### config.mk
export PLATFORM = sky130hd
export DESIGN_NAME = gpu_ddr_avalon_bridge
export DESIGN_NICKNAME = d
export VERILOG_FILES = /design/src/rtl/gpu_ddr_avalon_bridge.sv
export SDC_FILE = /design/constraint.sdc
export NUM_CORES = 1
export LEC_CHECK = 0
export BUFFER_PORTS_ARGS = -buffer_cell sky130_fd_sc_hd__buf_2
export CAP_MARGIN = 30
export CORE_UTILIZATION = 63
export DETAILED_ROUTE_END_ITERATION = 7
export GPL_TIMING_DRIVEN = 0
export PLACE_DENSITY = 0.84
export SYNTH_ARGS = -nofsm -noshare
export SYNTH_HDL_FRONTEND = slang
export SYNTH_SLANG_ARGS = --single-unit
export TNS_END_PERCENT = 50
### constraint.sdc
create_clock -name clk -period 28.7 [get_ports clk]
set_input_delay 2.87 -clock clk [delete_from_list [all_inputs] [get_ports clk]]
set_output_delay 2.87 -clock clk [all_outputs]
set_load 0.05 [all_outputs]
### src/rtl/gpu_ddr_avalon_bridge.sv
// Bridges the PSX GPU VRAM port onto an Avalon-MM burst master with an in-order request FIFO.
// Optional performance counters are built when GPU_DDR_BRIDGE_PERF_EN is defined.
module gpu_ddr_avalon_bridge #(
    parameter logic [31:0] BASE_ADDR    = 32'h0000_0000,
    parameter int          MAX_RD_BEATS = 16,
    parameter int          FIFO_DEPTH   = 8
) (
    input  logic        clk,
    input  logic        i_rst,
    input  logic [16:0] i_targetAddr,
    input  logic [2:0]  i_burstLength,
    input  logic        i_writeEnableMem,
    input  logic        i_readEnableMem,
    input  logic [63:0] i_dataMem,
    input  logic [7:0]  i_byteEnableMem,
    output logic        o_busyMem,
    output logic        o_dataValidMem,
    output logic [63:0] o_dataMem,
    output logic [31:0] o_avm_address,
    output logic [2:0]  o_avm_burstcount,
    output logic        o_avm_write,
    output logic        o_avm_read,
    output logic [63:0] o_avm_writedata,
    output logic [7:0]  o_avm_byteenable,
    input  logic        i_avm_waitrequest,
    input  logic        i_avm_readdatavalid,
    input  logic [63:0] i_avm_readdata
`ifdef GPU_DDR_BRIDGE_PERF_EN
    , output logic [31:0] o_perf_rdBeats
    , output logic [31:0] o_perf_wrBeats
    , output logic [31:0] o_perf_stallCycles
`endif
);

    localparam int            AW      = $clog2(FIFO_DEPTH);
    localparam int            CW      = AW + 1;
    localparam logic [CW-1:0] BUSY_TH = CW'(FIFO_DEPTH - 1);
    localparam logic [7:0]    MAX_RD  = 8'(MAX_RD_BEATS);

    typedef struct packed {
        logic        wr;
        logic [16:0] addr;
        logic [2:0]  burst;
        logic [63:0] data;
        logic [7:0]  be;
        logic        first;
    } entry_t;

    typedef enum logic [1:0] {S_IDLE, S_RD, S_WBURST} state_t;

    function automatic logic [2:0] norm_burst(input logic [2:0] b);
        if (b == 3'd0)      return 3'd1;
        else if (b > 3'd4)  return 3'd4;
        else                return b;
    endfunction

    entry_t        fifo_mem [FIFO_DEPTH];
    entry_t        push_entry, head;
    logic [AW-1:0] wr_ptr, rd_ptr;
    logic [CW-1:0] fifo_cnt, cnt_next;
    logic          push, pop, fifo_empty, busy_q;
    logic [2:0]    up_left;

    state_t        state, state_next;
    logic          load_wr, issue_rd, wr_beat_done;
    logic [31:0]   head_byte_addr, wr_addr_q;
    logic [2:0]    wr_burst_q, wr_left_q;

    logic [6:0]    rd_out, rd_next, drain, drain_base, drain_next;
    logic          rst_q, fwd;

    assign o_busyMem      = busy_q;
    assign fifo_empty     = (fifo_cnt == '0);
    assign head           = fifo_mem[rd_ptr];
    assign head_byte_addr = BASE_ADDR + {12'd0, head.addr, 3'b000};
    assign push           = (i_writeEnableMem | i_readEnableMem) & ~busy_q & ~i_rst;

    // Continuation write beats reuse the entry layout; only data/be matter for them.
    always_comb begin
        push_entry       = '0;
        push_entry.wr    = i_writeEnableMem;
        push_entry.addr  = i_targetAddr;
        push_entry.burst = norm_burst(i_burstLength);
        push_entry.data  = i_dataMem;
        push_entry.be    = i_byteEnableMem;
        push_entry.first = ~(i_writeEnableMem & (up_left != 3'd0));
    end

    always_comb begin
        cnt_next = fifo_cnt;
        if (push && !pop)      cnt_next = fifo_cnt + 1'b1;
        else if (pop && !push) cnt_next = fifo_cnt - 1'b1;
    end

    always_ff @(posedge clk) begin
        if (push) fifo_mem[wr_ptr] <= push_entry;
    end

    always_ff @(posedge clk) begin
        if (i_rst) begin
            wr_ptr   <= '0;
            rd_ptr   <= '0;
            fifo_cnt <= '0;
            busy_q   <= 1'b1;
            up_left  <= 3'd0;
        end else begin
            if (push) wr_ptr <= wr_ptr + 1'b1;
            if (pop)  rd_ptr <= rd_ptr + 1'b1;
            fifo_cnt <= cnt_next;
            busy_q   <= (cnt_next >= BUSY_TH);
            if (push && i_writeEnableMem)
                up_left <= (up_left == 3'd0) ? norm_burst(i_burstLength) - 3'd1 : up_left - 3'd1;
        end
    end

    always_comb begin
        state_next       = state;
        pop              = 1'b0;
        load_wr          = 1'b0;
        issue_rd         = 1'b0;
        wr_beat_done     = 1'b0;
        o_avm_read       = 1'b0;
        o_avm_write      = 1'b0;
        o_avm_address    = 32'd0;
        o_avm_burstcount = 3'd0;
        o_avm_writedata  = 64'd0;
        o_avm_byteenable = 8'd0;
        case (state)
            S_IDLE: begin
                if (!fifo_empty) begin
                    if (head.wr && !head.first) begin
                        pop = 1'b1;  // orphaned continuation beat, nothing to attach it to
                    end else if (head.wr) begin
                        load_wr    = 1'b1;
                        state_next = S_WBURST;
                    end else if (({1'b0, rd_out} + {5'd0, head.burst}) <= MAX_RD) begin
                        state_next = S_RD;
                    end
                end
            end
            S_RD: begin
                o_avm_read       = 1'b1;
                o_avm_address    = head_byte_addr;
                o_avm_burstcount = head.burst;
                if (!i_avm_waitrequest) begin
                    pop        = 1'b1;
                    issue_rd   = 1'b1;
                    state_next = S_IDLE;
                end
            end
            S_WBURST: begin
                o_avm_write      = ~fifo_empty;
                o_avm_address    = wr_addr_q;
                o_avm_burstcount = wr_burst_q;
                if (!fifo_empty) begin
                    o_avm_writedata  = head.data;
                    o_avm_byteenable = head.be;
                    if (!i_avm_waitrequest) begin
                        pop          = 1'b1;
                        wr_beat_done = 1'b1;
                        if (wr_left_q == 3'd1) state_next = S_IDLE;
                    end
                end
            end
            default: state_next = S_IDLE;
        endcase
    end

    always_ff @(posedge clk) begin
        if (i_rst) begin
            state     <= S_IDLE;
            wr_left_q <= 3'd0;
        end else begin
            state <= state_next;
            if (load_wr)           wr_left_q <= head.burst;
            else if (wr_beat_done) wr_left_q <= wr_left_q - 3'd1;
        end
    end

    always_ff @(posedge clk) begin
        if (load_wr) begin
            wr_addr_q  <= head_byte_addr;
            wr_burst_q <= head.burst;
        end
    end

    // Beats owed to reads issued before a reset are swallowed via the drain counter.
    assign fwd = i_avm_readdatavalid & (drain == 7'd0) & ~i_rst;

    always_comb begin
        rd_next = rd_out + (issue_rd ? {4'd0, head.burst} : 7'd0);
        if (fwd && rd_next != 7'd0) rd_next = rd_next - 7'd1;
        drain_base = drain;
        if (i_rst && !rst_q)
            drain_base = drain + rd_out + (issue_rd ? {4'd0, head.burst} : 7'd0);
        drain_next = drain_base;
        if (i_avm_readdatavalid && drain_base != 7'd0) drain_next = drain_base - 7'd1;
    end

    always_ff @(posedge clk) begin
        rst_q <= i_rst;
        drain <= drain_next;
        if (i_rst) begin
            rd_out         <= 7'd0;
            o_dataValidMem <= 1'b0;
            o_dataMem      <= 64'd0;
        end else begin
            rd_out         <= rd_next;
            o_dataValidMem <= fwd;
            if (fwd) o_dataMem <= i_avm_readdata;
        end
    end

`ifdef GPU_DDR_BRIDGE_PERF_EN
    always_ff @(posedge clk) begin
        if (i_rst) begin
            o_perf_rdBeats     <= 32'd0;
            o_perf_wrBeats     <= 32'd0;
            o_perf_stallCycles <= 32'd0;
        end else begin
            if (i_avm_readdatavalid) o_perf_rdBeats <= o_perf_rdBeats + 32'd1;
            if (wr_beat_done)        o_perf_wrBeats <= o_perf_wrBeats + 32'd1;
            if ((o_avm_read | o_avm_write) && i_avm_waitrequest)
                o_perf_stallCycles <= o_perf_stallCycles + 32'd1;
        end
    end
`endif

endmodule
==> metrics list, run 1 <==
- The run finished with clean final reports.
- Clock input transition at the sequential cells of the worst setup and hold paths: 60 ps
- In this run the remaining antenna-violating nets after routing total 0.
- The path class of the tightest hold or removal check is register to register.
- Synthesis produced a netlist whose cell count is about 1900.
- Root Buffer: sky130_fd_sc_hd__clkbuf_16
- From left edge to right edge, the die measures 235 um.
- Via count normalized by instance count: a little over 6
* Clock latency on the worst-skew pair: about 660 ps
- FF-to-FF setup slack: approximately 24000 ps
* Final GP Congestion: 0.866
- A synthesized cell averages roughly 18 um^2.
* Number of antenna violations at the first check in global routing: 15
- Number of max-slew violations in the final report: 0
- Cts hold-fix bufs: 0
* Area taken by flip-flops and latches: between 20000 and 30000 um^2
- The core region is around 54000 um^2.
- Number of violations of the max-capacitance limit: 0
- Class of the most critical setup path: register to primary output
* Worst path slowest cell: sky130_fd_sc_hd__clkbuf_1
* Worst-margin pin slew: about 1000 ps
* Most prevalent standard cell on the critical path: sky130_fd_sc_hd__clkbuf_1
* Number of sinks handled by clock tree synthesis: between 800 and 900
* Endpoints failing setup: 0
- The initial utilization of the core area, before any placement, comes to roughly 64%.
* Area of the die: between 50000 and 60000 um^2
- Wire length of the first global-routing pass: 121000 um
* Number of detailed-route iterations in the first pass: 6
- TritonCTS built the clock tree.
- Setup repair after global routing missed its margin: no
- Of all nets on the critical path, the largest fanout is 10.
- Relative to the synthesized area, the layout overhead comes to 19.0%.
* Leading post-synthesis cells by cell area: sky130_fd_sc_hd__edfxtp_1 (68%), sky130_fd_sc_hd__mux4_2 (12%), sky130_fd_sc_hd__dfxtp_1 (5.9%), sky130_fd_sc_hd__mux2i_1 (2.4%), sky130_fd_sc_hd__nand2_1 (1.7%)
* Critical Path AT: 5250 ps
- STA puts the critical path data required time at 25830 ps.
- Entering global routing, the biggest net connects 27 pins.
- CTS max path bufs: 3
* Tmin final: just over 8000 ps
- DRC: 0
* Distinct cell type count after synthesis: 70
* Wire length per cell: between 20 and 30 um
* Row cnt: 85
* Multiplexer share of the synthesized area: about 15%
- Leaving out fill and tap cells, the most frequent cell in the layout is sky130_fd_sc_hd__edfxtp_1.
- The synthesized netlist devotes under 10% of its cell area to simple gates.
- Vias in the first global route: approximately 20000
* Critical path destination: o_avm_writedata[46]
* Proportion of synthesized chip area in sequential cells: 73.5%
* Max VDD drop: roughly 0.074 mV
* Final Hold Violating Endpoints: 0
- For this design the static power due to leakage is roughly 14 nW.
* Post-CTS setup repair buffer count: 0
- CP startpoint kind: register
* TritonCTS buffer count: 87
- Summed over all layers, the global routing overflow is 0.
- Highest-count cells in the layout ignoring fill and taps: sky130_fd_sc_hd__edfxtp_1 (772), sky130_fd_sc_hd__buf_2 (330), sky130_fd_sc_hd__mux4_2 (188), sky130_fd_sc_hd__nand2_1 (153)
* Combinational family with the most area after synthesis: multiplexers
- The multi-input combinational cells in the finished layout cover a total of 8610 um^2.
- In this run the count of I/O pins placed on the die edge is around 340.
* Count of filler cells inserted in the layout: roughly 3000
* Post-cts sizing count: 0
- Complex-gate fraction of the synthesized area: approximately 3%
- Summed over all instances, the cell type with the most area after synthesis is sky130_fd_sc_hd__edfxtp_1.
* Tcrit/Tclk final: around 28%
- CP peak stage delay: between 700 and 800 ps
- Counting flops with a built-in enable in the synthesized netlist gives between 700 and 800.
- After synthesis the cells add up to ~34000 um^2.
* Kind of end point of the critical path: primary output
- Number of nets in the final layout: 2586
- Timing would allow up to roughly 0.12 GHz.
- For this design the ratio of total power to cell area is 76.9 nW/um^2.
* Hold path cells: 2
* Total Wirelength: a little over 80000 um
- The clock arrives with about 28 ps of skew.
- For the worst flop-to-flop path, the logic depth is 15.
- Total negative setup slack: 0 ps
- The routed layout has around 19000 vias.
- The worst pin sits at a relative slew slack of roughly a third.
- Global routing consumed, over all layers together, between 20% and 30% of the routing resources.
- With fillers left out, the area of the finished cells amounts to between 40000 and 50000 um^2.
- Minimum hold slack: 454 ps
- In this run the critical register-to-register path is captured at drain[5]$_DFF_P_.
- After legalization and detailed placement, the total HPWL measured 53100 um.
* Portion of synthesized cell area occupied by the leading cell type: between 60 and 70%
- Most common flop cell mapped by yosys: sky130_fd_sc_hd__edfxtp_1
* Area share of xor/xnor cells in the synthesized design: less than 1%
- Tot Pwr: 3.14 mW
* Placed cell area: ~38000 um^2
- Share of cells above drive strength 1: between 30 and 40%
- In this run the tool buffered the top-level ports with about 320 buffer cells.
- The critical path goes through clkbuf_1 > buf_1 > clkbuf_1 > buf_1 > clkbuf_1 > mux4_2 > mux2i_1 > nor2_1 > buf_2.
- For this run, the number of Yosys warnings is 0.
- Die span in y: between 200 and 250 um
- Maximum level of the CTS H-tree: 3
- In this run, synthesis produced a sequential element count of 874.
* Initial DRC count: 1900
- Post-synthesis share of cell area spent on full adders, half adders and majority gates: 1.25%
- Ys async rst share: 0%
[metrics by stage]
| step | setup slack, ps | cells | utilization [%] |
|---|---|---|---|
| detailed placement | 21420 | 2996 | 70.5 |
| global placement | 5390 | 2894 | 68.5 |
| finish | 20580 | 3171 | 75.9 |
| global route | 20510 | 3167 | 75.9 |
| floorplan | 15070 | 1877 | - |
| CTS | 20630 | 3158 | 75.8 |
[registers in the layout, summed over array words and instances, names as in the netlist, 3 cells and up, named ones only]
register	cells
fifo_cnt	4
rd_out	7
rd_ptr	3
wr_ptr	3
fifo_mem	752
wr_addr_q	17
wr_burst_q	3
wr_left_q	3
o_dataMem	64
drain	7
up_left	3
[kinds of logic (layout without fill, tap and decap cells)]
group                    Yosys count  after routing
AO/OA/AOI/OAI                    162            162
XOR/XNOR                          22             22
adder cells (fa/ha/maj)           32             32
buffers and inverters            138            726
flip-flops                       874            874
multiplexers                     293            293
other                              1             25
AND/OR/NAND/NOR                  341            341
[worst min path at each step]
stage / startpoint / to / slack, ps
after floorplan: rd_ptr[2]$_SDFFE_PP0P_ / register / 490
final: o_dataMem[58]$_SDFFE_PP0P_ / o_dataMem[58]$_SDFFE_PP0P_ / 450
after detailed placement: o_dataMem[31]$_SDFFE_PP0P_ / o_dataMem[31]$_SDFFE_PP0P_ / 450
after CTS: o_dataMem[31]$_SDFFE_PP0P_ / o_dataMem[31]$_SDFFE_PP0P_ / 460
after global routing: o_dataMem[20]$_SDFFE_PP0P_ / o_dataMem[20]$_SDFFE_PP0P_ / 470
after global placement: o_dataMem[35]$_SDFFE_PP0P_ / o_dataMem[35]$_SDFFE_PP0P_ / 440
[routing by layer]
layer / wire [um] / track usage, % / vias to the layer above
met1: 30400 / 38.1 / 9987
met3: 5680 / 5.37 / 184
li1: - / - / 8410
met2: 43200 / 51.5 / 897
met4: 2140 / 10.3 / 14
met5: 80 / 0 / -
[Yosys cell counts, types with 8 or more instances]
| master | n |
|---|---|
| sky130_fd_sc_hd__nor2_1 | 104 |
| sky130_fd_sc_hd__a21oi_1 | 86 |
| sky130_fd_sc_hd__mux2i_1 | 82 |
| sky130_fd_sc_hd__clkbuf_1 | 61 |
| sky130_fd_sc_hd__inv_1 | 22 |
| sky130_fd_sc_hd__ha_1 | 28 |
| sky130_fd_sc_hd__edfxtp_1 | 772 |
| sky130_fd_sc_hd__xnor2_1 | 13 |
| sky130_fd_sc_hd__nor3_1 | 10 |
| sky130_fd_sc_hd__nand2_1 | 153 |
| sky130_fd_sc_hd__mux4_2 | 188 |
| sky130_fd_sc_hd__nor2b_1 | 29 |
| sky130_fd_sc_hd__o21ai_0 | 8 |
| sky130_fd_sc_hd__a22oi_1 | 21 |
| sky130_fd_sc_hd__nand3_1 | 8 |
| sky130_fd_sc_hd__buf_4 | 15 |
| sky130_fd_sc_hd__dfxtp_1 | 102 |
| sky130_fd_sc_hd__buf_1 | 28 |
| sky130_fd_sc_hd__buf_2 | 9 |
| sky130_fd_sc_hd__mux2_2 | 22 |
[where the power goes]
group          switching (mW)  internal (mW)
Sequential             0.0287           1.45
Clock                   0.486          0.635
Combinational           0.328          0.217
[cell type report]
| type | instances | area share (%) |
|---|---|---|
| Antenna cell | 10 | 0.0612 |
| Buffer | 115 | 1.26 |
| Clock buffer | 114 | 5.80 |
| Clock inverter | 48 | 1.15 |
| Inverter | 23 | 0.211 |
| Multi-Input combinational cell | 865 | 21.1 |
| Sequential cell | 874 | 61.7 |
| Tap cell | 696 | 2.13 |
| Timing Repair Buffer | 426 | 6.59 |
[worst max-delay path: cells and delay by family, from the launching register on]
kind | cells | cell delay [ps]
buffers and inverters | 6 | 3430
flip-flops | 1 | 320
multiplexers | 2 | 740
AND/OR/NAND/NOR | 1 | 110
(Power assumes the default switching activity.)
==> run 2: changes to the inputs <==
Settings changed: ABC_AREA from default to 1, CORE_UTILIZATION 63 to 59, PLACE_DENSITY 0.84 to 0.79.
Clock period 28.7 ns to 8.4 ns, I/O delays scaled along.
==> run 2 against run 1 <==
Against the previous run: register-to-register slack got worse by 20000 ps; combinational power increased to 7.4 times the previous value; via count increased by 31%; final cell count increased by 32%; count of clock-buffer cells in the layout decreased by 7; critical path type is now register to register; die area increased by 8.7%; clock power increased to 3.4 times the previous value.
==> metrics list, run 2 <==
- Result of the run: finished clean (unchanged)
* Clk network pwr share: 29.6% (was 35.7%)
- The post-route worst setup slack is 3360 ps (was 20580 ps).
- The worst path needs 5040 ps of the cycle, external delays included.
- Avg Cell Area, Syn: 12.1 um^2 (was 18.4 um^2)
- The instance count of the mapped netlist is 2900 (was 1863).
- Number of antenna violations at the first check in global routing: 16 (was 15)
* Clock input transition at the sequential cells of the worst setup and hold paths: 60 ps (about the same)
- The commonest register cell after synthesis is sky130_fd_sc_hd__edfxtp_1 (unchanged).
* Registers with the highest flip-flop counts: fifo_mem x752, o_dataMem x64, wr_addr_q x17 (unchanged)
- CTS max path bufs: 3 (unchanged)
- Row cnt: 88 (was 85)
- Wire length per cell: 22.0 um (was 25.7 um)
* Number of enable-type register cells in the synthesized netlist: 772 (unchanged)
* Critical Path AT: 5540 ps (was 5250 ps)
- The post-synthesis to final-layout area growth came to 17.6% (was 19.0%).
- Final Core Density: 70.8% (was 75.9%)
* CP peak stage delay: 660 ps (was 770 ps)
* Switching part of the total power: 35.8% (was 26.8%)
- Detailed-route via count: 25500 (was 19500)
* GR Util All Layers: 30.1% (was 29.7%)
- The ratio of total power to cell area came to 314 nW/um^2 (was 76.9 nW/um^2).
- The library cell contributing the largest single delay on the critical path was sky130_fd_sc_hd__a31oi_1 (was sky130_fd_sc_hd__clkbuf_1).
- Share of cells above drive strength 1: 16.9% (was 32.7%)
* Post-CTS setup repair buffer count: 0 (unchanged)
- Die boundary width: 245 um (was 235 um)
- Remaining Overflow, GRT: 0 (unchanged)
* Leading cell type in the layout, fill and taps excluded: sky130_fd_sc_hd__edfxtp_1 (unchanged)
* Total Wirelength: 92300 um (was 81500 um)
* Internal power consumption: 8.29 mW (was 2.30 mW)
- The length of the first detailed-routing pass in iterations came to 6 (unchanged).
- Setup repair after global routing missed its margin: no (unchanged).
* Distinct cell type count after synthesis: 46 (was 70)
- For this run, the top clock speed supported by timing is a little under 0.2 GHz.
* Number of violations of the max-capacitance limit: 0 (unchanged)
- The die extent in y came to 245 um (was 235 um).
* Clock latency on the worst-skew pair: 640 ps (was 660 ps)
* Flip-flop count of the largest register, all copies and words added: 752 (unchanged)
- Maximum level of the CTS H-tree: 3 (unchanged)
- Core region area: 58100 um^2 (was 53800 um^2)
- The critical path class was register to register (was register to primary output).
- The global-route wire length before repair came to 138000 um (was 121000 um).
- Most instantiated cells after synthesis: sky130_fd_sc_hd__edfxtp_1 (772), sky130_fd_sc_hd__nor2_1 (560), sky130_fd_sc_hd__o21ai_0 (437) (was sky130_fd_sc_hd__edfxtp_1 (772), sky130_fd_sc_hd__mux4_2 (188), sky130_fd_sc_hd__nand2_1 (153))
- The clock tree from TritonCTS was done (unchanged).
* Pin count of the biggest net entering global routing: 33 (was 27)
- Initial cell density of the core: 60.1% (was 63.8%)
- The fraction of registers with async set or reset after synthesis was 0% (unchanged).
* Placed wire-length estimate: 60500 um (was 53100 um)
* Power share of the sequential group: 39.2% (was 47.0%)
- Cells along the critical path: buf_6 > buf_6 > buf_2 > buf_2 > nor2_1 > nor2_1 > o21ai_0 > a31oi_1 > nand2_1 > nor2_1 > fa_1 > ha_1 > a21oi_1 > nand2_1 > nand2_1 > inv_1 > o21ai_0 > o21ai_0 > nand3_1 > nor2_1 > a21oi_2 > nand3_1 > xor2_1 (was clkbuf_1 > buf_1 > clkbuf_1 > buf_1 > clkbuf_1 > mux4_2 > mux2i_1 > nor2_1 > buf_2)
- Cts hold-fix bufs: 0 (unchanged)
* Endpoint required time on the critical path: 8910 ps (was 25830 ps)
- The number of warnings reported in the yosys synthesis log came to 0 (unchanged).
- Root Buffer: sky130_fd_sc_hd__clkbuf_16 (unchanged)
* Gate power share: 31.2% (was 17.3%)
* Type of the tightest min-delay check: input pin to register (was register to register)
- Minimum hold slack: 389 ps (was 454 ps)
- The number of buffers created by CTS came to 84 (was 87).
- The count of buffers from port buffering came to 321 (unchanged).
* Leading post-synthesis cells by cell area: sky130_fd_sc_hd__edfxtp_1 (66%), sky130_fd_sc_hd__o21ai_0 (6.3%), sky130_fd_sc_hd__nor2_1 (6.0%), sky130_fd_sc_hd__dfxtp_1 (5.8%), sky130_fd_sc_hd__nand2_1 (2.8%) (was sky130_fd_sc_hd__edfxtp_1 (68%), sky130_fd_sc_hd__mux4_2 (12%), sky130_fd_sc_hd__dfxtp_1 (5.9%), sky130_fd_sc_hd__mux2i_1 (2.4%), sky130_fd_sc_hd__nand2_1 (1.7%))
* Post-cts sizing count: 0 (unchanged)
* Tcrit/Tclk final: between 50% and 60%
* Reg with most FFs: fifo_mem (unchanged)
- The number of nets in the layout was 3548 (was 2586).
* Highest net fanout along the worst path: 10 (unchanged)
* Dominant cell type by area after synthesis: sky130_fd_sc_hd__edfxtp_1 (unchanged)
- The slew at the pin with the worst max-slew slack came to 1070 ps (was 1010 ps).
* CP startpoint kind: register (unchanged)
- The clock skew came to 28.8 ps (was 28.4 ps).
- The number of global-route vias before repair was 25000 (was 20200).
- The remaining antenna violation count after routing is 0 (unchanged).
* Max VDD drop: 0.217 mV (was 0.0744 mV)
- The final RePlAce weighted congestion was 0.872 (was 0.866).
- Number of sinks handled by clock tree synthesis: 874 (unchanged)
- The area share of the largest cell type after synthesis is 66.3% (was 67.5%).
* Proportion of synthesized chip area in sequential cells: 72.1% (was 73.5%)
* Most prevalent standard cell on the critical path: sky130_fd_sc_hd__nor2_1 (was sky130_fd_sc_hd__clkbuf_1)
- The remaining max-slew budget at the tightest pin is 28.8% (was 32.0%).
- The worst setup timing slack at the placement stage was 3520 ps (was 21420 ps).
* Lkg Pwr: 14.7 nW (was 13.9 nW)
* Io pins: 337 (unchanged)
- The final hold violation count is 0 (unchanged).
- The netlist area before placement was 35000 um^2 (was 34300 um^2).
* Net switching power figure: 4.62 mW (was 0.843 mW)
- Kind of end point of the critical path: register (was primary output)
- Area of the die: 60200 um^2 (was 55400 um^2)
- Most frequent cell after synthesis: sky130_fd_sc_hd__edfxtp_1 (unchanged)
- Highest-count cells in the layout ignoring fill and taps: sky130_fd_sc_hd__edfxtp_1 (772), sky130_fd_sc_hd__nor2_1 (551), sky130_fd_sc_hd__o21ai_0 (437), sky130_fd_sc_hd__buf_2 (360), sky130_fd_sc_hd__nand2_1 (258) (was sky130_fd_sc_hd__edfxtp_1 (772), sky130_fd_sc_hd__buf_2 (330), sky130_fd_sc_hd__mux4_2 (188), sky130_fd_sc_hd__nand2_1 (153))
* Endpoints failing setup: 0 (unchanged)
- The setup TNS after final layout is 0 ps (unchanged).
* Number of max-slew violations in the final report: 0 (unchanged)
- The number of vias per cell after detailed routing is 6.07 (was 6.15).
- The post-route DRC violation count came to 0 (unchanged).
* Initial DRC count: 3163 (was 1900)
- Synthesized flop and latch total: 874 (unchanged)
==> run 2: changes by cell type after synthesis, moves of 29 or more <==
cell,change
sky130_fd_sc_hd__nor2b_1,-29
sky130_fd_sc_hd__mux2i_1,-80
sky130_fd_sc_hd__inv_1,+55
sky130_fd_sc_hd__buf_2,+30
sky130_fd_sc_hd__mux4_2,-188
sky130_fd_sc_hd__nor2_1,+456
sky130_fd_sc_hd__o22ai_1,+89
sky130_fd_sc_hd__o21ai_1,+34
sky130_fd_sc_hd__clkbuf_1,+71
sky130_fd_sc_hd__o21ai_0,+429
sky130_fd_sc_hd__a31oi_1,+74
sky130_fd_sc_hd__nand2_1,+105
==> run 2: cell type report <==
class / instances / area (um^2)
antenna: 10 / 25.0
buffer: 197 / 871
clock buffer: 107 / 2250
clock inverter: 43 / 538
fill: 3751 / 17000
inverter: 86 / 328
multi-input combinational: 1757 / 8660
sequential: 874 / 25200
tap: 765 / 957
timing repair buffer: 354 / 2280
==> run 2: power groups by stage <==
stage | Clock, mW | Combinational, mW | Sequential, mW
CTS | 3.83 | 3.94 | 5.06
global placement | 0 | 3.66 | 5.18
floorplan | 0 | 2.55 | 5.17
global route | 4.00 | 4.32 | 5.08
finish | 3.82 | 4.03 | 5.06
detailed placement | 0 | 3.89 | 5.15
==> run 2: metrics by stage <==
step	area (um^2)	total power [mW]	cells
2_1_floorplan	35000	7.72	2914
3_3_place_gp	37600	8.83	4000
3_5_place_dp	38300	9.04	4032
4_1_cts	41100	12.8	4182
5_1_grt	41100	13.4	4189
6_report	41100	12.9	4193
==> run 2: logic make-up (layout without fill, tap and decap cells) <==
logic type / Yosys count / after routing / share of synthesized area [%]
simple gates: 891 / 891 / 10.2
flops: 874 / 874 / 72.1
compound gates: 797 / 797 / 12.5
buf+inv: 283 / 787 / 3.43
fa+ha+maj: 32 / 32 / 1.23
xor+xnor: 20 / 20 / 0.501
mux: 2 / 2 / 0.0573
other cells: 1 / 25 / 0.0107
==> run 2: critical path: cells and delay by family (launching register included) <==
kind            cells  cell delay (ps)
simple gates        9             1140
flops               1              330
buf+inv             5             1020
xor+xnor            1              170
fa+ha+maj           2              680
compound gates      6             1570
==> run 2: metal layers <==
layer,global-route usage (%),vias up,share of wire [%]
met2,51.2,1613,50
met4,14.2,14,3.9
met1,37.3,12300,36
li1,-,11300,-
met3,5.70,258,11
met5,0,-,0.11
==> run 2: worst paths after layout <==
| kind | startpoint | end | slack (ps) | cells after the start |
|---|---|---|---|---|
| worst min-delay path | i_rst | rst_q$_DFF_P_ | 390 | 1 |
| worst max register to register | register | drain[4]$_DFF_P_ | 3360 | 23 |
| worst max-delay path | register | drain[4]$_DFF_P_ | 3360 | 23 |
| worst min register to register | o_dataMem[51]$_SDFFE_PP0P_ | o_dataMem[51]$_SDFFE_PP0P_ | 460 | 2 |
